[src/rtl/fp_pkg.sv]
// Shared definitions for the floating-point unit datapaths.
//   fsm_state_e  : multi-cycle operation sequencer states
//   fp_class_e   : operand / result special-value class
//   FLAG_*       : bit positions inside the exception flag vector
//   qnan_pattern : canonical quiet-NaN encoding for a given format,
//                  returned right-aligned in a 64-bit container
package fp_pkg;

  typedef enum logic [2:0] {
    S_IDLE   = 3'd0,
    S_UNPACK = 3'd1,
    S_MULT   = 3'd2,
    S_NORM   = 3'd3,
    S_ROUND  = 3'd4,
    S_OUT    = 3'd5
  } fsm_state_e;

  typedef enum logic [1:0] {
    CLS_ZERO   = 2'd0,
    CLS_NORMAL = 2'd1,
    CLS_INF    = 2'd2,
    CLS_NAN    = 2'd3
  } fp_class_e;

  // flags = {invalid, divzero, overflow, underflow, inexact}
  localparam int unsigned FLAG_W         = 5;
  localparam int unsigned FLAG_INVALID   = 4;
  localparam int unsigned FLAG_DIVZERO   = 3;
  localparam int unsigned FLAG_OVERFLOW  = 2;
  localparam int unsigned FLAG_UNDERFLOW = 1;
  localparam int unsigned FLAG_INEXACT   = 0;

  // Sign 0, exponent all ones, fraction MSB set, remaining fraction bits 0.
  function automatic logic [63:0] qnan_pattern(input int unsigned exp_w,
                                               input int unsigned man_w);
    logic [63:0] p;
    p = '0;
    for (int unsigned i = 0; i < exp_w; i++) begin
      p = p | (64'd1 << (man_w + i));
    end
    p = p | (64'd1 << (man_w - 1));
    return p;
  endfunction

endpackage

[src/rtl/fp_round_rne.sv]
// Combinational round-to-nearest-even step.
//   mant_i    : mantissa to be rounded (hidden bit included)
//   guard_i   : first bit below the mantissa LSB
//   round_i   : second bit below the mantissa LSB
//   sticky_i  : OR of every remaining lower bit
//   mant_o    : rounded mantissa
//   carry_o   : rounding overflowed the mantissa (all ones + 1)
//   inexact_o : any discarded bit was nonzero
module fp_round_rne #(
  parameter int unsigned WIDTH = 24
) (
  input  logic [WIDTH-1:0] mant_i,
  input  logic             guard_i,
  input  logic             round_i,
  input  logic             sticky_i,
  output logic [WIDTH-1:0] mant_o,
  output logic             carry_o,
  output logic             inexact_o
);

  logic round_up;

  always_comb begin
    // Above half rounds up; exactly half rounds up only when the LSB is odd.
    round_up          = guard_i & (round_i | sticky_i | mant_i[0]);
    {carry_o, mant_o} = {1'b0, mant_i} + {{WIDTH{1'b0}}, round_up};
    inexact_o         = guard_i | round_i | sticky_i;
  end

endmodule

[src/rtl/fp_multiplier_param.sv]
// Parametrised IEEE-754 binary multiplier, multi-cycle, valid/ready on both
// sides. Round-to-nearest-even, subnormal inputs and outputs flushed to zero.
// One operation in flight: IDLE -> UNPACK -> MULT -> NORM -> ROUND -> OUT.
// out_valid rises 5 cycles after the accept edge (OUT packs the result in its
// first cycle, then holds it until out_valid && out_ready).
//   clk       : rising-edge clock
//   rst       : asynchronous active-low reset
//   in_valid  : operands a/b valid
//   in_ready  : block can accept operands (IDLE only)
//   a, b      : operands, 1+EXP_W+MAN_W bits
//   out_valid : result z valid
//   out_ready : consumer accepts z
//   z         : product
//   flags     : {invalid, divzero, overflow, underflow, inexact}, present only
//               when FMUL_FLAGS_EN is defined
module fp_multiplier_param
  import fp_pkg::*;
#(
  parameter int unsigned EXP_W = 8,
  parameter int unsigned MAN_W = 23
) (
  input  logic                   clk,
  input  logic                   rst,
  input  logic                   in_valid,
  output logic                   in_ready,
  input  logic [EXP_W+MAN_W:0]   a,
  input  logic [EXP_W+MAN_W:0]   b,
  output logic                   out_valid,
  input  logic                   out_ready,
  output logic [EXP_W+MAN_W:0]   z
`ifdef FMUL_FLAGS_EN
  ,
  output logic [FLAG_W-1:0]      flags
`endif
);

  localparam int unsigned W  = 1 + EXP_W + MAN_W;
  localparam int unsigned PW = 2 * MAN_W + 2;

  typedef logic signed [EXP_W+1:0] sexp_t;

  localparam sexp_t            BIAS      = sexp_t'(2 ** (EXP_W - 1) - 1);
  localparam sexp_t            EXP_MAX   = sexp_t'(2 ** EXP_W - 1);
  localparam logic [EXP_W-1:0] EXP_ONES  = '1;
  localparam logic [63:0]      QNAN_WIDE = qnan_pattern(EXP_W, MAN_W);
  localparam logic [W-1:0]     QNAN      = QNAN_WIDE[W-1:0];

  function automatic fp_class_e classify(input logic [EXP_W-1:0] e,
                                         input logic [MAN_W-1:0] f);
    if (e == EXP_ONES) return (f != '0) ? CLS_NAN : CLS_INF;
    if (e == '0)       return CLS_ZERO;  // subnormals flushed here
    return CLS_NORMAL;
  endfunction

  fsm_state_e       state_q, state_d;
  logic             in_ready_q, in_ready_d;
  logic             out_valid_q, out_valid_d;
  logic [W-1:0]     z_q, z_d;
  logic [W-1:0]     a_q, a_d;
  logic [W-1:0]     b_q, b_d;
  logic             sign_q, sign_d;
  fp_class_e        cls_q, cls_d;
  logic [EXP_W-1:0] ea_q, ea_d;
  logic [EXP_W-1:0] eb_q, eb_d;
  logic [MAN_W:0]   ma_q, ma_d;
  logic [MAN_W:0]   mb_q, mb_d;
  logic [PW-1:0]    prod_q, prod_d;
  sexp_t            exp_q, exp_d;
  logic [MAN_W-1:0] frac_q, frac_d;
`ifdef FMUL_FLAGS_EN
  logic             invalid_q, invalid_d;
  logic             inexact_q, inexact_d;
  logic [FLAG_W-1:0] flags_q, flags_d;
`endif

  fp_class_e        cls_a, cls_b;
  logic             snan_a, snan_b;
  logic [MAN_W:0]   rnd_mant;
  logic             rnd_carry;
  logic             rnd_inexact;

  assign cls_a  = classify(a_q[W-2:MAN_W], a_q[MAN_W-1:0]);
  assign cls_b  = classify(b_q[W-2:MAN_W], b_q[MAN_W-1:0]);
  assign snan_a = (cls_a == CLS_NAN) && !a_q[MAN_W-1];
  assign snan_b = (cls_b == CLS_NAN) && !b_q[MAN_W-1];

  // NORM left-aligns the product instead of shifting it right, so the bits
  // below the kept mantissa stay available for guard/round/sticky.
  fp_round_rne #(
    .WIDTH(MAN_W + 1)
  ) u_round (
    .mant_i   (prod_q[PW-1:MAN_W+1]),
    .guard_i  (prod_q[MAN_W]),
    .round_i  (prod_q[MAN_W-1]),
    .sticky_i (|prod_q[MAN_W-2:0]),
    .mant_o   (rnd_mant),
    .carry_o  (rnd_carry),
    .inexact_o(rnd_inexact)
  );

  // On a rounding carry the mantissa wraps to all zeros, which is already
  // the correct fraction after renormalisation; only the exponent moves.
`ifdef FMUL_FLAGS_EN
  logic unused_hidden;
  assign unused_hidden = rnd_mant[MAN_W];
`else
  logic [1:0] unused_round;
  assign unused_round = {rnd_mant[MAN_W], rnd_inexact};
`endif

  always_comb begin
    state_d     = state_q;
    out_valid_d = out_valid_q;
    z_d         = z_q;
    a_d         = a_q;
    b_d         = b_q;
    sign_d      = sign_q;
    cls_d       = cls_q;
    ea_d        = ea_q;
    eb_d        = eb_q;
    ma_d        = ma_q;
    mb_d        = mb_q;
    prod_d      = prod_q;
    exp_d       = exp_q;
    frac_d      = frac_q;
`ifdef FMUL_FLAGS_EN
    invalid_d   = invalid_q;
    inexact_d   = inexact_q;
    flags_d     = flags_q;
`endif

    unique case (state_q)
      S_IDLE: begin
        if (in_valid && in_ready_q) begin
          a_d     = a;
          b_d     = b;
          state_d = S_UNPACK;
        end
      end

      S_UNPACK: begin
        sign_d = a_q[W-1] ^ b_q[W-1];
        ea_d   = a_q[W-2:MAN_W];
        eb_d   = b_q[W-2:MAN_W];
        ma_d   = {1'b1, a_q[MAN_W-1:0]};
        mb_d   = {1'b1, b_q[MAN_W-1:0]};
`ifdef FMUL_FLAGS_EN
        invalid_d = 1'b0;
`endif
        if (cls_a == CLS_NAN || cls_b == CLS_NAN) begin
          cls_d = CLS_NAN;
`ifdef FMUL_FLAGS_EN
          invalid_d = snan_a | snan_b;
`endif
        end else if ((cls_a == CLS_INF && cls_b == CLS_ZERO) ||
                     (cls_a == CLS_ZERO && cls_b == CLS_INF)) begin
          cls_d = CLS_NAN;
`ifdef FMUL_FLAGS_EN
          invalid_d = 1'b1;
`endif
        end else if (cls_a == CLS_INF || cls_b == CLS_INF) begin
          cls_d = CLS_INF;
        end else if (cls_a == CLS_ZERO || cls_b == CLS_ZERO) begin
          cls_d = CLS_ZERO;
        end else begin
          cls_d = CLS_NORMAL;
        end
        state_d = S_MULT;
      end

      S_MULT: begin
        prod_d  = PW'(ma_q) * PW'(mb_q);
        exp_d   = sexp_t'({2'b00, ea_q}) + sexp_t'({2'b00, eb_q}) - BIAS;
        state_d = S_NORM;
      end

      S_NORM: begin
        if (prod_q[PW-1]) exp_d  = exp_q + sexp_t'(1);
        else              prod_d = prod_q << 1;
        state_d = S_ROUND;
      end

      S_ROUND: begin
        frac_d  = rnd_mant[MAN_W-1:0];
        exp_d   = exp_q + (rnd_carry ? sexp_t'(1) : sexp_t'(0));
`ifdef FMUL_FLAGS_EN
        inexact_d = rnd_inexact;
`endif
        state_d = S_OUT;
      end

      S_OUT: begin
        if (!out_valid_q) begin
          out_valid_d = 1'b1;
`ifdef FMUL_FLAGS_EN
          flags_d = '0;
`endif
          unique case (cls_q)
            CLS_NAN: begin
              z_d = QNAN;
`ifdef FMUL_FLAGS_EN
              flags_d[FLAG_INVALID] = invalid_q;
`endif
            end
            CLS_INF:  z_d = {sign_q, EXP_ONES, {MAN_W{1'b0}}};
            CLS_ZERO: z_d = {sign_q, {(W-1){1'b0}}};
            default: begin
              if (exp_q >= EXP_MAX) begin
                z_d = {sign_q, EXP_ONES, {MAN_W{1'b0}}};
`ifdef FMUL_FLAGS_EN
                flags_d[FLAG_OVERFLOW] = 1'b1;
                flags_d[FLAG_INEXACT]  = 1'b1;
`endif
              end else if (exp_q <= sexp_t'(0)) begin
                z_d = {sign_q, {(W-1){1'b0}}};
`ifdef FMUL_FLAGS_EN
                flags_d[FLAG_UNDERFLOW] = 1'b1;
                flags_d[FLAG_INEXACT]   = 1'b1;
`endif
              end else begin
                z_d = {sign_q, exp_q[EXP_W-1:0], frac_q};
`ifdef FMUL_FLAGS_EN
                flags_d[FLAG_INEXACT] = inexact_q;
`endif
              end
            end
          endcase
        end else if (out_ready) begin
          out_valid_d = 1'b0;
          state_d     = S_IDLE;
        end
      end

      default: state_d = S_IDLE;
    endcase

    in_ready_d = (state_d == S_IDLE);
  end

  always_ff @(posedge clk or negedge rst) begin
    if (!rst) begin
      state_q     <= S_IDLE;
      in_ready_q  <= 1'b0;
      out_valid_q <= 1'b0;
      z_q         <= '0;
      a_q         <= '0;
      b_q         <= '0;
      sign_q      <= 1'b0;
      cls_q       <= CLS_ZERO;
      ea_q        <= '0;
      eb_q        <= '0;
      ma_q        <= '0;
      mb_q        <= '0;
      prod_q      <= '0;
      exp_q       <= '0;
      frac_q      <= '0;
`ifdef FMUL_FLAGS_EN
      invalid_q   <= 1'b0;
      inexact_q   <= 1'b0;
      flags_q     <= '0;
`endif
    end else begin
      state_q     <= state_d;
      in_ready_q  <= in_ready_d;
      out_valid_q <= out_valid_d;
      z_q         <= z_d;
      a_q         <= a_d;
      b_q         <= b_d;
      sign_q      <= sign_d;
      cls_q       <= cls_d;
      ea_q        <= ea_d;
      eb_q        <= eb_d;
      ma_q        <= ma_d;
      mb_q        <= mb_d;
      prod_q      <= prod_d;
      exp_q       <= exp_d;
      frac_q      <= frac_d;
`ifdef FMUL_FLAGS_EN
      invalid_q   <= invalid_d;
      inexact_q   <= inexact_d;
      flags_q     <= flags_d;
`endif
    end
  end

  assign in_ready  = in_ready_q;
  assign out_valid = out_valid_q;
  assign z         = z_q;
`ifdef FMUL_FLAGS_EN
  assign flags     = flags_q;
`endif

endmodule

[config.mk]
export PLATFORM = sky130hd
export DESIGN_NAME = fp_multiplier_param
export DESIGN_NICKNAME = d
export VERILOG_FILES = /design/src/rtl/fp_pkg.sv /design/src/rtl/fp_round_rne.sv /design/src/rtl/fp_multiplier_param.sv
export SDC_FILE = /design/constraint.sdc
export NUM_CORES = 2
export LEC_CHECK = 0
export ABC_AREA = 0
export BUFFER_PORTS_ARGS = -buffer_cell sky130_fd_sc_hd__buf_2
export CORE_UTILIZATION = 59
export CTS_BUF_LIST = sky130_fd_sc_hd__clkbuf_2
export DETAILED_ROUTE_END_ITERATION = 6
export PLACE_DENSITY = 0.85
export SETUP_SLACK_MARGIN = 0.02
export SLEW_MARGIN = 20
export SYNTH_ARGS = -nofsm -noshare
export SYNTH_HDL_FRONTEND = slang
export SYNTH_SLANG_ARGS = --single-unit
export TNS_END_PERCENT = 50
[constraint.sdc]
create_clock -name clk -period 7.6 [get_ports clk]
set_input_delay 2.28 -clock clk [delete_from_list [all_inputs] [get_ports clk]]
set_output_delay 2.28 -clock clk [all_outputs]
set_load 0.05 [all_outputs]
-- Yosys cells after proc, flatten, opt, wreduce, memory -nomap -nowiden
Cells that the tools add are included.
- latch bits: 0
- bits in writable memories: 0
- memories kept: 0
- ROM bits: 0
- flip-flop bits (word level): 249
- input port bits: 68
- logic and storage cells: 101
- multipliers: 1
- shift operators: 0
- equal/unequal tests: 15
- order comparisons: 2
- divide/modulo/power cells: 0
- multiplexer cells: 34
- bitwise gates (word level): 5
- add/sub/neg operators: 5
- reduce and logical (&&, ||, !) cells: 23
- operator list (kind ; number):
    $pmux W32 S3 ; 1
    $pmux W48 S2 ; 1
    $mux W31 ; 2
    $mul A24 B24 Y48 ; 1
    $mux W48 ; 1
    $reduce_bool A23 Y1 ; 2
    $pmux W10 S3 ; 1
    $add A24 B1 Y25 ; 1
    $mux W2 ; 11
    $reduce_or A22 Y1 ; 1
    $pmux W3 S6 ; 1
    $eq A8 B8 Y1 const B ; 2
    $logic_not A8 Y1 ; 2
    $eq A2 B2 Y1 const B ; 6
    $mux W1 ; 12
    $add A10 B2 Y10 ; 1
    $add A10 B2 Y10 const B ; 1
    $ge A10 B9 Y1 const B ; 1
    $le A10 B1 Y1 const B ; 1
    $mux W10 ; 1
    $sub A9 B7 Y10 const B ; 1
    $add A8 B8 Y9 ; 1
    $mux W3 ; 3
    $reduce_and A2 Y1 ; 4
    14 further kinds ; 26

-- Depth between registers and ports, before layout
- depth in word-level cells: 12
- gate-level depth with buffers: 28

-- Modules after synthesis
From an unflattened synthesis, not the netlist that was laid out.
- cell total of the unflattened synthesis: 3119
- area, all modules: 30002.5 sq um
- by module, submodules not included (module ; instances ; area an instance (sq um) ; cells each):
    fp_multiplier_param ; 1 ; 29533.3 ; 3054
    fp_round_rne ; 1 ; 469.2 ; 65

-- Worst setup path before layout
OpenSTA, ideal clock, no wires.
- path type: register to register
- from: reg mb_q[3]
- to: reg prod_q[41]
- period minus slack after synthesis: 6.803 ns
- required time: 7.469 ns
- arrival time: 6.672 ns
- path buffers: 2
- stages on the path, launching flop included: 28
- path slack: 0.797 ns
- cell sequence: dfrtp_1 clkbuf_1 nand2_1 fa_1 inv_1 fa_1 inv_1 fa_1 inv_1 fa_1 inv_1 fa_1 inv_1 fa_1 inv_1 fa_1 inv_1 ha_1 buf_2 and3_1 a311o_1 o31ai_4 o21bai_4 a221oi_4 o21ai_2 a31oi_1 xor2_1 o21ai_1
- longest elaborated chain between the ends: 2
- ends and longest elaborated chain (what ; RTL line ; text):
    start, declared ; fp_multiplier_param.sv:66 ; logic [MAN_W:0] mb_q, mb_d;
    start signal, assigned ; fp_multiplier_param.sv:274 ; mb_q <= mb_d;
    $mul A24 B24 Y48 ; fp_multiplier_param.sv:172 ; prod_d = PW'(ma_q) * PW'(mb_q);
    $pmux W48 S2 ; fp_multiplier_param.sv:132 ; unique case (state_q)
    end signal, assigned ; fp_multiplier_param.sv:275 ; prod_q <= prod_d;
    end, declared ; fp_multiplier_param.sv:67 ; logic [PW-1:0] prod_q, prod_d;
No other way between the ends.
A chain may end at the register's enable or synchronous reset.

-- Worst setup path after layout
- from: reg ma_q[16]
- to: reg prod_q[42]
- longest elaborated chain between the ends: 2
- ends and longest elaborated chain (what ; RTL line ; text):
    start, declared ; fp_multiplier_param.sv:65 ; logic [MAN_W:0] ma_q, ma_d;
    start signal, assigned ; fp_multiplier_param.sv:273 ; ma_q <= ma_d;
    $mul A24 B24 Y48 ; fp_multiplier_param.sv:172 ;
    $pmux W48 S2 ; fp_multiplier_param.sv:132 ;
No other way between the ends.

==> flow_metrics.env <==
export IMPL_status="finished, final reports clean"
export IMPL_use_met3_pct=7.689
export IMPL_cts_resized_gates=0
export IMPL_cts_setup_buffers=0
export IMPL_tightest_slew_ps=1121
export IMPL_ys_seq_elements=248
export IMPL_critical_path_buf_inv_count=4
export IMPL_hold_class="register to register"
export IMPL_slew_headroom_pct=25.11
export IMPL_endpoint_kind="register"
export IMPL_wirelength_um=74140
export IMPL_vias=22080
export IMPL_insertion_delay_ps=1060
export IMPL_drive_gt1_share_pct=13.92
export IMPL_setup_viol=0
export IMPL_rows=81
export IMPL_drc=0
export IMPL_final_common_cell="inv_1"
export IMPL_antenna_found_initial=5
export IMPL_ant_nets=0
export IMPL_grt_overflow_total=0
export IMPL_nets=3898
export IMPL_cts_sinks=248
export IMPL_critical_path_required_ps=8460
export IMPL_synthCells=3064
export IMPL_worstPathCellList="buf_4 > nand2_1 > fa_1 > fa_1 > inv_1 > fa_1 > fa_1 > fa_1 > fa_1 > inv_1 > fa_1 > inv_1 > ha_1 > a21oi_1 > o21ai_0 > a211oi_1 > nor3_1 > a311oi_2 > o21ai_1 > a21o_1 > a31o_1 > xnor2_1 > o21ai_1"
export IMPL_tritoncts="built"
export IMPL_period_minus_slack_ps=7348
export IMPL_finalCritPeriodShare_pct=96.68
export IMPL_cts_root_buf="clkbuf_2"
export IMPL_die_w_um=225.8
export IMPL_synth_main_ff_cell="dfrtp_1"
export IMPL_gp_congestion=0.9610
export IMPL_numCtsBuffers=70
export IMPL_final_cell_mix="inv_1, fa_1, nand2_1"
export IMPL_grt_pass1_vias=23690
export IMPL_yosysSeqAreaShare_pct=21.00
export IMPL_critical_path_peak_fanout=16
export IMPL_dieArea_mm2=0.05099
export IMPL_ys_types=67
export IMPL_dpl_hpwl_um=58090
export IMPL_synth_warning_count=0
export IMPL_drt_iter0_drc=1544
export IMPL_area_growth_pct=7.024
export IMPL_clock_skew_ps=96.19
export IMPL_cp_arrival_ps=8200
export IMPL_rsz0062_at_grt="no"
export IMPL_critPathLaunchType="register"
export IMPL_dr_pass1_iters=5
export IMPL_cts_max_path_buffers=3
export IMPL_via_per_inst=5.705
export IMPL_wl_per_cell_um=19.16
export IMPL_globalRouteMet2Util_pct=51.15
export IMPL_crit_top_cell="fa_1"
export IMPL_worstSetupPathType="register to register"
export IMPL_report_final_slew_viol_count=0
export IMPL_hold_buffers=0
export IMPL_cpLargestDelayFamily="adder cells"
export IMPL_tns_ps=0
export IMPL_gr_usage_met1_pct=37.02
export IMPL_ys_async_sr_fraction_pct=100.0
export IMPL_max_stage_delay_ps=600
export IMPL_die_y_um=225.8
export IMPL_grt_use_total_pct=31.00
export IMPL_htreeDepth=3
export IMPL_io_buffers=101
export IMPL_core_area_mm2=0.04915
export IMPL_busiest_layer="met2"
export IMPL_cpMaxStageDelayCell="dfrtp_1"
export IMPL_finalHoldViolations=0
export IMPL_syn_area_mm2=0.02955
export IMPL_grt_pass1_wl_um=121700
export IMPL_initial_core_util_pct=60.12
export IMPL_fmax_ghz=0.1361
export IMPL_syn_area_per_cell_um2=9.645
export IMPL_drv_cap=0
export IMPL_boundaryPins=102
export IMPL_synth_edf_count=0
export IMPL_clk_pin_slew_worst_paths_ps=110
export IMPL_syn_num_nets=3807
export IMPL_grt_max_degree=127
Yosys cell counts (5+ instances only):
library cell	instances	area share, %
a21o_1	23	0.58
a21oi_1	102	1.7
a22o_1	24	0.71
a22oi_1	34	0.86
a31oi_1	14	0.30
and2_1	285	6.0
and3_1	12	0.25
clkbuf_1	151	1.9
dfrtp_1	248	21
fa_1	483	33
ha_1	192	8.1
inv_1	570	7.2
mux2_2	124	4.7
nand2_1	386	4.9
nand2b_1	9	0.19
nand3_1	35	0.59
nand4_1	13	0.28
nor2_1	79	1.0
nor2b_1	6	0.13
nor3_1	14	0.24
nor4_1	20	0.42
o21ai_0	66	1.1
o21ai_1	15	0.25
o21bai_1	11	0.28
or2_2	5	0.11
xnor2_1	41	1.2
xor2_1	30	0.89
stage by stage:
| step | cells | hold slack [ps] | instance area, um2 | util, % | worst slack [ps] |
|---|---|---|---|---|---|
| after global placement | 3746 | 450.7 | 30950 | 62.97 | 328.1 |
| after floorplan | 3064 | 462.2 | 29550 | - | 796.9 |
| after detailed placement | 3746 | 457.5 | 30950 | 62.97 | 209.7 |
| final | 3870 | 471.9 | 31630 | 64.34 | 252.3 |
| after global routing | 3870 | 500.4 | 31630 | 64.34 | 47.71 |
| after CTS | 3867 | 478.8 | 31580 | 64.25 | 205.9 |
path summary, 6_finish.rpt:
path                          start    endpoint  slack, ps  cells past startpoint
setup / recovery           ma_q[16]  prod_q[42]        250                     23
hold / removal                z[23]       z[23]        470                      2
setup reg to reg           ma_q[16]  prod_q[42]        250                     23
hold reg to reg               z[23]       z[23]        470                      2
max in group asynchronous       rst    ma_q[17]       4870                      2
min in group asynchronous       rst      a_q[3]       1310                      1
cell families after synthesis:
kind of cell	after synthesis	synth area share [%]
mux	127	4.831
compound gates	334	7.367
buf+inv	729	9.277
flops	248	21.00
xor+xnor	71	2.104
simple gates	880	14.57
fa+ha+maj	675	40.85
routing by layer:
| layer | vias up | wire length [um] |
|---|---|---|
| li1 | 9711 | - |
| met1 | 11020 | 26750 |
| met2 | 1041 | 36390 |
| met3 | 302 | 6555 |
| met4 | 6 | 4409 |
| met5 | - | 41 |
state kept, by name, indices dropped and copies added, names as in the netlist:
signal,cells
in_ready,1
cls_q,2
eb_q,8
z,32
mb_q,23
ma_q,24
frac_q,23
exp_q,10
ea_q,8
sign_q,1
b_q,32
prod_q,48
a_q,32
state_q,3
out_valid,1
worst register-to-register path, delay by kind of cell, from the launching register on:
family	cells	cell delay [ps]
AO/OA/AOI/OAI	8	1720
adder cells (fa/ha/maj)	8	3980
XOR/XNOR	1	160
AND/OR/NAND/NOR	2	230
buffers and inverters	4	490
flip-flops	1	600
final cells by class:
class                   count  area [um2]
clock buffers              96       480.5
repair buffers            178        1156
well taps                 664       830.8
diodes                      2       5.005
fillers                  3800       17530
multi-input cells        2087       20650
flip-flops and latches    248        6220
clock inverters            25       145.1
inverters                 570        2140
Power is left out: the tool's default activity adds up to more than one toggle a clock period on the data nets, which glitch-free logic cannot reach.
